==> src/rtl/mips_bus_controller.sv <==
// -----------------------------------------------------------------------------
// mips_bus_controller
//
// Multi-cycle sequencer for the bus variant of the MIPS CPU. A single
// Avalon-style memory port carries both instruction fetches and load/store
// data. The datapath is stepped through FETCH -> EXEC -> MEM -> WB. The
// module generates the gating strobes for pc, instruction register, register
// file and load-data register. It also drives the bus request handshake,
// detects the halt address, and flags a bus timeout.
//
// Ports:
//   clk            in   system clock
//   reset          in   asynchronous, active-high reset
//   clk_enable     in   1 = advance, 0 = freeze FSM (strobes forced low)
//   waitrequest    in   memory stall; transfer completes when request && !waitrequest
//   pc             in   current PC (fetch address)
//   is_load        in   decoder: load instruction (sampled in EXEC)
//   is_store       in   decoder: store instruction (sampled in EXEC)
//   active         out  CPU running
//   mem_read       out  bus read request
//   mem_write      out  bus write request
//   addr_sel       out  bus address mux: 0 = pc, 1 = ALU result
//   ir_write       out  latch instruction register (1-cycle pulse)
//   pc_write       out  PC update strobe (1-cycle pulse)
//   reg_write_gate out  allow register-file write this cycle
//   data_latch     out  latch load data register (1-cycle pulse)
//   bus_error      out  sticky timeout flag
//   state          out  FSM state (debug)
// -----------------------------------------------------------------------------
module mips_bus_controller #(
    parameter logic [31:0] HALT_ADDR = 32'h0000_0000,
    parameter int          WAIT_W    = 8,
    parameter int          MAX_WAIT  = 255
) (
    input  logic        clk,
    input  logic        reset,
    input  logic        clk_enable,
    input  logic        waitrequest,
    input  logic [31:0] pc,
    input  logic        is_load,
    input  logic        is_store,
    output logic        active,
    output logic        mem_read,
    output logic        mem_write,
    output logic        addr_sel,
    output logic        ir_write,
    output logic        pc_write,
    output logic        reg_write_gate,
    output logic        data_latch,
    output logic        bus_error,
    output logic [2:0]  state
);

    typedef enum logic [2:0] {
        S_FETCH  = 3'd0,
        S_EXEC   = 3'd1,
        S_MEM    = 3'd2,
        S_WB     = 3'd3,
        S_HALTED = 3'd4,
        S_ERROR  = 3'd5
    } state_t;

    state_t            state_q, state_d;
    logic [WAIT_W-1:0] wait_cnt_q, wait_cnt_d;
    logic              store_q, store_d;   // MEM transfer kind: 1 = write, 0 = read

    logic              fetch_req;
    logic              bus_req;
    logic              timeout;

    // A fetch is requested only when the PC is not the halt address.
    assign fetch_req = (state_q == S_FETCH) && (pc != HALT_ADDR);
    assign bus_req   = fetch_req || (state_q == S_MEM);

    // The stall that would be number MAX_WAIT+1 trips the timeout.
    assign timeout   = (MAX_WAIT != 0) && bus_req && waitrequest &&
                       (wait_cnt_q == WAIT_W'(MAX_WAIT));

    assign state = state_q;

    // -------------------------------------------------------------------------
    // State register
    // -------------------------------------------------------------------------
    // NOTE: sequential state uses non-blocking assignments so that every flop
    // samples the pre-edge value of the others, regardless of statement order.
    always_ff @(posedge clk or posedge reset) begin
        if (reset) begin
            state_q    <= S_FETCH;
            wait_cnt_q <= '0;
            store_q    <= 1'b0;
        end else begin
            state_q    <= state_d;
            wait_cnt_q <= wait_cnt_d;
            store_q    <= store_d;
        end
    end

    // -------------------------------------------------------------------------
    // Next-state logic
    // -------------------------------------------------------------------------
    // NOTE: every variable gets a default before the case statement. A path
    // that leaves one unassigned would otherwise infer a latch.
    always_comb begin
        state_d    = state_q;
        store_d    = store_q;
        wait_cnt_d = wait_cnt_q;

        if (clk_enable) begin
            unique case (state_q)
                S_FETCH: begin
                    if (pc == HALT_ADDR)   state_d = S_HALTED;
                    else if (!waitrequest) state_d = S_EXEC;
                    else if (timeout)      state_d = S_ERROR;
                end
                S_EXEC: begin
                    if (is_load || is_store) begin
                        state_d = S_MEM;
                        // If both flags are set, the instruction is treated as a load.
                        store_d = is_store && !is_load;
                    end else begin
                        state_d = S_FETCH;
                    end
                end
                S_MEM: begin
                    if (!waitrequest) state_d = store_q ? S_FETCH : S_WB;
                    else if (timeout) state_d = S_ERROR;
                end
                S_WB:     state_d = S_FETCH;
                S_HALTED: state_d = S_HALTED;
                S_ERROR:  state_d = S_ERROR;
                default:  state_d = S_FETCH;
            endcase

            // Count only stalled cycles within one state. A completion or any
            // state change restarts the count.
            if (bus_req && waitrequest && (state_d == state_q))
                wait_cnt_d = wait_cnt_q + 1'b1;
            else
                wait_cnt_d = '0;
        end
    end

    // -------------------------------------------------------------------------
    // Output logic: requests follow the state alone, so they stay stable
    // while frozen. Strobes also need an enabled cycle.
    // -------------------------------------------------------------------------
    always_comb begin
        active         = 1'b0;
        mem_read       = 1'b0;
        mem_write      = 1'b0;
        addr_sel       = 1'b0;
        ir_write       = 1'b0;
        pc_write       = 1'b0;
        reg_write_gate = 1'b0;
        data_latch     = 1'b0;
        bus_error      = 1'b0;

        if (!reset) begin
            unique case (state_q)
                S_FETCH: begin
                    active   = 1'b1;
                    mem_read = fetch_req;
                    ir_write = fetch_req && clk_enable && !waitrequest;
                end
                S_EXEC: begin
                    active         = 1'b1;
                    pc_write       = clk_enable && !(is_load || is_store);
                    reg_write_gate = clk_enable && !(is_load || is_store);
                end
                S_MEM: begin
                    active     = 1'b1;
                    addr_sel   = 1'b1;
                    mem_read   = !store_q;
                    mem_write  = store_q;
                    pc_write   = clk_enable && !waitrequest && store_q;
                    data_latch = clk_enable && !waitrequest && !store_q;
                end
                S_WB: begin
                    active         = 1'b1;
                    reg_write_gate = clk_enable;
                    pc_write       = clk_enable;
                end
                S_HALTED: ;
                S_ERROR:  bus_error = 1'b1;
                default:  active    = 1'b1;
            endcase
        end
    end

endmodule

==> config.mk <==
export PLATFORM = sky130hd
export DESIGN_NAME = mips_bus_controller
export DESIGN_NICKNAME = d
export VERILOG_FILES = /design/src/rtl/mips_bus_controller.sv
export SDC_FILE = /design/constraint.sdc
export NUM_CORES = 1
export LEC_CHECK = 0
export BUFFER_PORTS_ARGS = -buffer_cell sky130_fd_sc_hd__buf_2
export CAP_MARGIN = 20
export CORE_MARGIN = 2
export CORE_UTILIZATION = 35
export DETAILED_ROUTE_END_ITERATION = 7
export PLACE_DENSITY = 0.67
export SLEW_MARGIN = 10
export SYNTH_ARGS = -nofsm -noshare
export SYNTH_HDL_FRONTEND = slang
export SYNTH_SLANG_ARGS = --single-unit
==> constraint.sdc <==
create_clock -name clk -period 3.5 [get_ports clk]
set_clock_uncertainty 0.1 [all_clocks]
set_input_delay 0.7 -clock clk [delete_from_list [all_inputs] [get_ports clk]]
set_output_delay 0.7 -clock clk [all_outputs]
set_load 0.02 [all_outputs]
==> impl_metrics.json <==
{
  "setup_ws_ns": 0.645,
  "worst_pin_slew_ns": 0.514,
  "die_h_um": 53.3,
  "cts.clk_slew.worst_paths_ns": 0.07,
  "cp-start-kind": "input pin",
  "clock_latency_ns": 0.27,
  "fmax_ghz": 0.350,
  "maxCapViolations": 0,
  "nets": 190,
  "die_w_um": 53.3,
  "critical_path_arrival_ns": 2.06,
  "p_comb_share_pct": 32.4,
  "synth_area_leader_cell": "dfrtp_1",
  "cts_tree": "yes",
  "wl_mm": 2.31,
  "synth_area_leaders": "dfrtp_1, nor4_1, xor2_1",
  "maxSlewHeadroom_pct": 65.7,
  "postCtsSetupRepairBufs": 0,
  "syn_area_um2": 850,
  "cts_resized": 0,
  "grt_overflow": 0,
  "hold_slack_ns": 0.235,
  "synthDistinctLibCells": 31,
  "endpoint_kind": "output pin",
  "grt_pass1_vias": 914,
  "dp_hpwl_mm": 1.88,
  "root_buffer": "clkbuf_4",
  "setup_viol": 0,
  "routed_via_density": 5.43,
  "ys_seq_area_share_pct": 35.3,
  "period_minus_slack_ns": 2.86,
  "syn_nets": 140,
  "dr.pass1.iters": 4,
  "syn_avg_cell_area_um2": 8.41,
  "drc": 0,
  "diodes": 0,
  "dp_cells": 174,
  "synth_top_area_share_pct": 35.3,
  "status": "finished, final reports clean",
  "routedWlPerCell_um": 13.0,
  "worst_path_most_repeated_cell": "buf_2",
  "drtIter0Drc": 10,
  "portBuffers": 49,
  "hold_buffers": 0,
  "rsz0062_at_grt": "false",
  "post-route-period-util_pct": 81.6,
  "clk_path_buf_depth": 2,
  "ys_seq_elements": 12,
  "netSwitchingPower_mw": 0.156,
  "sw_frac_of_total_pct": 35.8,
  "rows": 17,
  "critPathMaxStageDelay_ns": 0.39,
  "p_total_mw": 0.435,
  "grt_pass1_wl_mm": 3.88,
  "p_per_area_nw_per_um2": 377,
  "rrSetupSlack_ns": 1.78,
  "hold_viol": 0,
  "critPathBufInv": 2,
  "yosysWarnings": 0,
  "utilization_pct": 51.2,
  "die-area_um2": 2840,
  "p_leak_nw": 0.561,
  "place_congestion": 0.773,
  "finish.instance_area_um2": 1150,
  "holdCritPathClass": "input pin to asynchronous set/reset pin",
  "final_layout_size_suffix_gt1_share_pct": 38.0,
  "cp.required_ns": 2.70,
  "antenna_found_initial": 0,
  "htreeDepth": 1,
  "vdd_ir_drop_max_v": 0.000193,
  "pwr-share-clk_pct": 24.4,
  "ios": 50,
  "sequentialPowerShare_pct": 43.2,
  "instances_no_fill": 178,
  "internal_power_mw": 0.280,
  "path_max_fanout": 4,
  "grtUsageTotal_pct": 18.6,
  "final_common_cell": "buf_2",
  "synthesis.instances": 101,
  "cts_buffers": 3,
  "numClockSinks": 12,
  "vias": 967,
  "drv_slew": 0,
  "cp_top_family": "simple AND/OR/NAND/NOR gates",
  "crit_type": "input pin to output pin",
  "grt_max_degree": 20,
  "setup_tns_ns": 0,
  "preCtsSetupSlack_ns": 0.658,
  "place_area_um2": 1120,
  "area_growth_pct": 35.8,
  "drtAntennaViolNets": 0,
  "coreArea_um2": 2250,
  "cpMaxStageDelayCell": "nor3_1",
  "crit_chain": "buf_2 > nor4_1 > nand4_1 > nor3_1 > a2111oi_0 > buf_2",
  "initial_utilization_pct": 37.7,
  "final_cell_mix": "buf_2, dfrtp_1, nor4_1"
}
sequential cells by signal, summed over array words and instances, names as in the netlist:
name        count
wait_cnt_q      8
state           3
store_q         1
worst register-to-register path, cell delays in order, from the launching register on:
cell and delay [ns]:
dfrtp_1 0.67, or3b_1 0.45, nor2_1 0.16, a21oi_1 0.07, a211oi_2 0.18
worst paths after layout:
check	start	to	cells after the start
setup / recovery	pc[17]	mem_read	6
hold / removal	reset	store_q	2
setup reg to reg	state[1]	state[0]	4
hold reg to reg	wait_cnt_q[1]	wait_cnt_q[1]	2
max in group asynchronous	reset	state[2]	3
min in group clk	wait_cnt_q[1]	wait_cnt_q[1]	2
power by group through the flow:
stage	Sequential [mW]	Clock, mW	Combinational (mW)
6_report	0.188	0.106	0.141
2_1_floorplan	0.182	0	0.0924
4_1_cts	0.187	0.113	0.142
5_1_grt	0.192	0.121	0.155
3_5_place_dp	0.190	0	0.140
3_3_place_gp	0.190	0	0.139
area by class of cell:
class	count	area [µm²]
tap	28	35.0
timing repair buffer	50	253
multi-input combinational	80	514
inverter	4	15.0
sequential	12	300
fill	232	1100
clock buffer	4	36.3
layer usage:
metal / share of wire [%] / wire [µm] / GRT usage [%]
met5: 0 / 0 / 0
met4: 0.78 / 18 / 3.85
met3: 3.1 / 72 / 5.08
met2: 53 / 1220 / 32.7
met1: 43 / 994 / 22.3
logic make-up (layout without fill, tap and decap cells):
family                     after synthesis  count (layout)  share of synthesized area, %
DFF                                     12              12                          35.3
adders and majority gates                1               1                          1.47
AOI/OAI and AO/OA                       20              20                          15.3
xor gates and xnor gates                 5               5                          5.15
and+or+nand+nor                         54              54                          38.6
buffers and inverters                    9              58                          4.12
synth_stat cells, drive strengths merged:
| library cell | n |
|---|---|
| nand2 | 3 |
| nor2 | 8 |
| o22ai | 2 |
| nor4 | 10 |
| nor4bb | 1 |
| ha | 1 |
| a21oi | 8 |
| nand3b | 1 |
| nor4b | 3 |
| inv | 4 |
| o211a | 1 |
| nor2b | 2 |
| and4 | 1 |
| o22a | 1 |
| o21ai | 4 |
| or2 | 1 |
| and2 | 1 |
| nand4 | 6 |
| and3 | 4 |
| a2111oi | 1 |
| xor2 | 5 |
| a211oi | 1 |
| nand3 | 5 |
| nor3 | 7 |
| clkbuf | 4 |
| o21a | 1 |
| dfrtp | 12 |
| or3b | 1 |
| buf | 1 |
| a41o | 1 |
Power figures use the tool's default switching activity.
